===== config.mk =====
export PLATFORM = sky130hd
export DESIGN_NAME = mux_n_1_arb_flat
export DESIGN_NICKNAME = d
export VERILOG_FILES = /design/src/rtl/mux_n_1_arb_if.sv /design/src/rtl/mux_n_1_arb.sv /design/src/flat_wrapper.sv
export SDC_FILE = /design/constraint.sdc
export NUM_CORES = 1
export LEC_CHECK = 0
export ABC_CLOCK_PERIOD_IN_PS = 2700
export CAP_MARGIN = 15
export CORE_MARGIN = 2
export CORE_UTILIZATION = 30
export DETAILED_ROUTE_END_ITERATION = 6
export SYNTH_ARGS = -nofsm -noshare
export SYNTH_HDL_FRONTEND = slang
export SYNTH_SLANG_ARGS = --single-unit

===== constraint.sdc =====
create_clock -name Clk -period 2.7 [get_ports Clk]
set_input_delay 0.54 -clock Clk [delete_from_list [all_inputs] [get_ports Clk]]
set_output_delay 0.54 -clock Clk [all_outputs]
set_load 0.02 [all_outputs]

===== src/rtl/mux_n_1_arb_if.sv =====
// Handshake/data bundle between N producers, the selector, and one consumer.
// The selector uses the slave view; the producer/consumer side uses master.
interface mux_n_1_arb_if #(
  parameter int WIDTH  = 5,
  parameter int NUM_IN = 4,
  parameter int SEL_W  = 2
);
  logic                    Mode;
  logic [SEL_W-1:0]        Sel;
  logic [NUM_IN*WIDTH-1:0] InData;
  logic [NUM_IN-1:0]       InValid;
  logic [NUM_IN-1:0]       InReady;
  logic [WIDTH-1:0]        OutData;
  logic [SEL_W-1:0]        OutSrc;
  logic                    OutValid;
  logic                    OutReady;

  modport master (
    output Mode, Sel, InData, InValid, OutReady,
    input  InReady, OutData, OutSrc, OutValid
  );

  modport slave (
    input  Mode, Sel, InData, InValid, OutReady,
    output InReady, OutData, OutSrc, OutValid
  );
endinterface


===== src/rtl/mux_n_1_arb.sv =====
// N:1 datapath selector with explicit-select or round-robin grant and a
// single-entry registered output stage using a valid/ready handshake.
module mux_n_1_arb #(
  parameter int WIDTH  = 5,
  parameter int NUM_IN = 4,
  parameter int SEL_W  = 2
) (
  input logic           Clk,
  input logic           Rst_n,
  mux_n_1_arb_if.slave  bus
);

  logic               ld_s;
  logic               grant_s;
  logic [SEL_W-1:0]   g_s;
  logic [SEL_W:0]     scan_s;
  logic [SEL_W-1:0]   ptr_nxt_s;
  logic [WIDTH-1:0]   sel_data_s;
  logic [SEL_W-1:0]   ptr_r;
  logic [WIDTH-1:0]   data_r;
  logic [SEL_W-1:0]   src_r;
  logic               valid_r;

  assign ld_s = !valid_r || bus.OutReady;

  // Grant selection; scan_s is one bit wider so ptr+k cannot overflow before the wrap.
  always_comb begin
    grant_s = 1'b0;
    g_s     = {SEL_W{1'b0}};
    scan_s  = {(SEL_W+1){1'b0}};
    if (bus.Mode) begin
      for (int k = 0; k < NUM_IN; k++) begin
        scan_s = {1'b0, ptr_r} + (SEL_W+1)'(k);
        if (scan_s >= (SEL_W+1)'(NUM_IN)) begin
          scan_s = scan_s - (SEL_W+1)'(NUM_IN);
        end else begin
          scan_s = scan_s;
        end
        if (!grant_s && bus.InValid[scan_s[SEL_W-1:0]]) begin
          grant_s = 1'b1;
          g_s     = scan_s[SEL_W-1:0];
        end else begin
          grant_s = grant_s;
        end
      end
    end else begin
      // Out-of-range Sel simply matches no channel.
      for (int i = 0; i < NUM_IN; i++) begin
        if ((bus.Sel == SEL_W'(i)) && bus.InValid[i]) begin
          grant_s = 1'b1;
          g_s     = SEL_W'(i);
        end else begin
          grant_s = grant_s;
        end
      end
    end
  end

  // Data steering and per-channel accept strobes for the granted channel.
  always_comb begin
    sel_data_s  = {WIDTH{1'b0}};
    bus.InReady = {NUM_IN{1'b0}};
    for (int i = 0; i < NUM_IN; i++) begin
      if (g_s == SEL_W'(i)) begin
        sel_data_s     = bus.InData[i*WIDTH +: WIDTH];
        bus.InReady[i] = ld_s && grant_s;
      end else begin
        bus.InReady[i] = 1'b0;
      end
    end
  end

  assign ptr_nxt_s = (g_s == SEL_W'(NUM_IN-1)) ? {SEL_W{1'b0}} : (g_s + SEL_W'(1));

  // Output register and round-robin pointer.
  always_ff @(posedge Clk or negedge Rst_n) begin
    if (!Rst_n) begin
      data_r  <= {WIDTH{1'b0}};
      src_r   <= {SEL_W{1'b0}};
      valid_r <= 1'b0;
      ptr_r   <= {SEL_W{1'b0}};
    end else if (ld_s) begin
      if (grant_s) begin
        data_r  <= sel_data_s;
        src_r   <= g_s;
        valid_r <= 1'b1;
        if (bus.Mode) begin
          ptr_r <= ptr_nxt_s;
        end else begin
          ptr_r <= ptr_r;
        end
      end else begin
        valid_r <= 1'b0;
      end
    end else begin
      valid_r <= valid_r;
    end
  end

  assign bus.OutData  = data_r;
  assign bus.OutSrc   = src_r;
  assign bus.OutValid = valid_r;

endmodule

===== src/flat_wrapper.sv =====
// flat-port wrapper written by rule: the top's interface ports become plain ports
module mux_n_1_arb_flat 
#(
  parameter int WIDTH  = 5,
  parameter int NUM_IN = 4,
  parameter int SEL_W  = 2
)
  (Clk, Rst_n, bus_Mode, bus_Sel, bus_InData, bus_InValid, bus_OutReady, bus_InReady, bus_OutData, bus_OutSrc, bus_OutValid);
  mux_n_1_arb_if #(.WIDTH(WIDTH), .NUM_IN(NUM_IN), .SEL_W(SEL_W)) bus_i ();
  input logic Clk;
  input logic Rst_n;
  input wire logic [$bits(bus_i.Mode)-1:0] bus_Mode;
  input wire logic [$bits(bus_i.Sel)-1:0] bus_Sel;
  input wire logic [$bits(bus_i.InData)-1:0] bus_InData;
  input wire logic [$bits(bus_i.InValid)-1:0] bus_InValid;
  input wire logic [$bits(bus_i.OutReady)-1:0] bus_OutReady;
  output wire logic [$bits(bus_i.InReady)-1:0] bus_InReady;
  output wire logic [$bits(bus_i.OutData)-1:0] bus_OutData;
  output wire logic [$bits(bus_i.OutSrc)-1:0] bus_OutSrc;
  output wire logic [$bits(bus_i.OutValid)-1:0] bus_OutValid;
  assign bus_i.Mode = bus_Mode;
  assign bus_i.Sel = bus_Sel;
  assign bus_i.InData = bus_InData;
  assign bus_i.InValid = bus_InValid;
  assign bus_i.OutReady = bus_OutReady;
  assign bus_InReady = bus_i.InReady;
  assign bus_OutData = bus_i.OutData;
  assign bus_OutSrc = bus_i.OutSrc;
  assign bus_OutValid = bus_i.OutValid;
  mux_n_1_arb #(.WIDTH(WIDTH), .NUM_IN(NUM_IN), .SEL_W(SEL_W)) u_core (.Clk(Clk), .Rst_n(Rst_n), .bus(bus_i));
endmodule

==> reports/results.ini <==
[outcome]
status=finished, final reports clean

[worst_setup_path]
critPathArrivalTime_ns=2.11
crit_path_start=bus_InValid[1]
reg2reg_from=u_core.ptr_r[0]
required_ns=2.16
end_kind=output pin
path_class=in -> out
cp_max_fo=6
setup.worst_path.start_class=primary input

[layout]
n_fill_cell=299
final-seq-area_sq_um=252.7
stdcell_count=211
nets=202
insertedDiodeCount=0
drive_gt1_share_pct=47.90
multiInputGateArea_sq_um=737.0
fin_util_pct=55.41
syn2layout_area_growth_pct=76.27

[synth]
syn-instance-count=101
synth_top_family_by_area=compound AO/OA/AOI/OAI gates
synth_top_area_share_pct=26.08
ys_types=36
yosysSeqAreaShare_pct=26.08
yosys.area_share.simple_pct=21.25
yosysWarnings=0
synthMuxAreaShare_pct=19.30
synth_seq_cells=10
syn_area_sq_um=959.7
synth_largest_area_cell=dfrtp_1
synthTopCellsByArea=dfrtp_1 26%, mux2_4 7.8%, mux2_2 7.0%
synthAdderAreaFrac_pct=5.215
yosys.area_share.xor_xnor_pct=0
synth_nets=135
syn_avg_cell_area_sq_um=9.502
synth_compound_area_share_pct=21.64

[power]
seqPwrFrac_pct=23.5
p_switching_mw=0.4331
p_sw_share_pct=37.46
powerDensity_nw_per_um2=683.6
pwr-share-clk_pct=11.7
comb_power_share_pct=64.8
total_power_mw=1.156
ir_worst_vdd_mv=0.2075
p_leak_nw=0.7364
p_int_mw=0.7232

[timing]
clock_skew_ns=0.001932
period_needed_ns=2.646
slew_headroom_pct=69.79
setup_viol=0
period_share_pct=98.01
tns_ns=0
hold_viol=0
max_freq_mhz=377.9
slew_viol_final=0
tightest_slew_ns=0.4517

[clocking]
cts_hold_buf=0
insertion_delay_ns=0.26
cts_root_buffer=clkbuf_4
cts_tree=built
clock_path_buffers=2
cts_buffers=3
clock_sinks=10
htreeDepth=1
clk_pin_slew_worst_paths_ns=0.07

[routing]
first_pass_iters=4
ant_nets=0
wire_per_inst_um=13.10
drt-vias-per-instance=4.829
drc_errors=0
drtIter0Drc=23
wirelength_um=2765
vias=1019

[floorplanning]
core_sq_um=3053
die_y_um=60.56
num_rows=20
initial_utilization_pct=31.43
ios=42
die_w_um=60.56
dieArea_sq_um=3668

[place]
dp_cells=205
place.gp.congestion=0.8565
dp_hpwl_um=2183
portBuffers=41

[worst_hold_path]
min_path_type=reg -> reg
holdCritStartpoint=u_core.bus.OutData[4]

[global_route]
grt_remaining_overflow=0
grt_pass1_wl_um=4029
grt_max_degree=11
grt_pass1_vias=975
antenna_found_initial=0
grt.total_usage_pct=14.22

[flow_run]
cap_viol_max_count=0

-- metrics by stage --
stage          setup slack, ns  hold slack [ns]  area (sq um)
2_1_floorplan           0.2495           0.2444         959.7
3_3_place_gp           -0.6850           0.4934          1562
3_5_place_dp           -0.7305           0.4987          1562
4_1_cts             0.00004152           0.5151          1619
5_1_grt               -0.02665           0.5370          1692
6_report               0.05365           0.5089          1692
-- layout make-up --
| type | count | share of cell area (%) |
|---|---|---|
| multi-input combinational | 82 | 43.57 |
| inverter | 3 | 0.6657 |
| clock buffer | 4 | 2.145 |
| tap | 44 | 3.254 |
| timing repair buffer | 68 | 35.43 |
| sequential | 10 | 14.94 |
-- sequential cells by signal (all words and copies together) (netlist names) --
name                 cells
u_core.bus.OutSrc        2
u_core.ptr_r             2
u_core.bus.OutValid      1
u_core.bus.OutData       5
-- timing repair --
action                                  4_1_cts  5_1_grt
endpoints found under the setup margin        9        9
pin swaps                                     6        3
cloned                                        0        0
setup buffers                                 0        2
resized for setup                            43       22
-- synthesized netlist by cell type, drive strengths merged --
cell type and count:
o22ai 1, mux4 1, nand2b 2, o31ai 4, mux2i 2, mux2 11
a21oi 6, and2b 1, a31o 1, a2bb2oi 1, a31oi 1, a221oi 4
nor3 1, nand3b 3, a21boi 1, and2 5, ha 4, nor2b 6
o21ai 5, or2b 1, o211ai 1, nor3b 1, o221a 1, nand2 13
dfrtp 10, nand3 1, nor2 3, o311ai 1, inv 3, buf 4
clkbuf 2
-- layer usage --
layer / vias up / track usage, % / wire length (um) / part of all wire, %
met1: 479 / 14.88 / 1045 / 38
met2: 40 / 28.42 / 1480 / 54
li1: 500 / - / - / -
met4: 0 / 1.863 / 0 / 0
met5: - / 0 / 0 / 0
met3: 0 / 4.051 / 239 / 8.6
-- cells in the final DEF, fill, tap and decap left out, types with 2 or more instances in the layout --
| master | instances |
|---|---|
| o21ai_0 | 2 |
| clkbuf_4 | 3 |
| a21oi_2 | 2 |
| dfrtp_1 | 8 |
| buf_6 | 3 |
| o31ai_1 | 4 |
| o21ai_2 | 2 |
| nor2b_1 | 5 |
| ha_2 | 4 |
| buf_4 | 28 |
| mux2_2 | 5 |
| nand3b_1 | 3 |
| a221oi_2 | 4 |
| nor2_1 | 3 |
| inv_1 | 2 |
| a21oi_1 | 4 |
| mux2i_1 | 2 |
| clkbuf_2 | 3 |
| nand2_1 | 13 |
| dfrtp_2 | 2 |
| mux2_4 | 6 |
| dlygate4sd2_1 | 2 |
| and2_4 | 5 |
| clkdlybuf4s50_1 | 30 |
-- worst max-delay path, cell delays in order --
cell	delay, ns
clkdlybuf4s15_1	0.28
mux2i_1	0.12
mux2_2	0.29
a21oi_2	0.13
o221a_4	0.23
inv_2	0.04
ha_2	0.17
and2_4	0.14
buf_4	0.15
-- cells by family after synthesis --
| group | Yosys count |
|---|---|
| AOI/OAI and AO/OA | 27 |
| adders and majority gates | 4 |
| buffers and inverters | 9 |
| DFF | 10 |
| muxes | 14 |
| and+or+nand+nor | 37 |
-- power groups by stage --
| stage | Clock (mW) | Combinational [mW] | Sequential (mW) |
|---|---|---|---|
| final | 0.135 | 0.749 | 0.272 |
| after global routing | 0.147 | 0.809 | 0.283 |
| after CTS | 0.141 | 0.700 | 0.269 |
| after detailed placement | 0 | 0.684 | 0.271 |
| after global placement | 0 | 0.677 | 0.268 |
| after floorplan | 0 | 0.356 | 0.308 |
-- path summary, 6_finish.rpt --
| check | slack, ns | cells after the start | end |
|---|---|---|---|
| max reg2reg | 0.14 | 12 | u_core.bus.OutData[3] |
| min | 0.51 | 1 | u_core.bus.OutData[4] |
| max | 0.05 | 9 | bus_InReady[0] |
| min in group asynchronous | 0.59 | 1 | u_core.bus.OutData[3] |
| min reg2reg | 0.51 | 1 | u_core.bus.OutData[4] |
| max in group asynchronous | 1.78 | 1 | u_core.ptr_r[0] |
No activity file was read; power rests on OpenSTA's default activity.
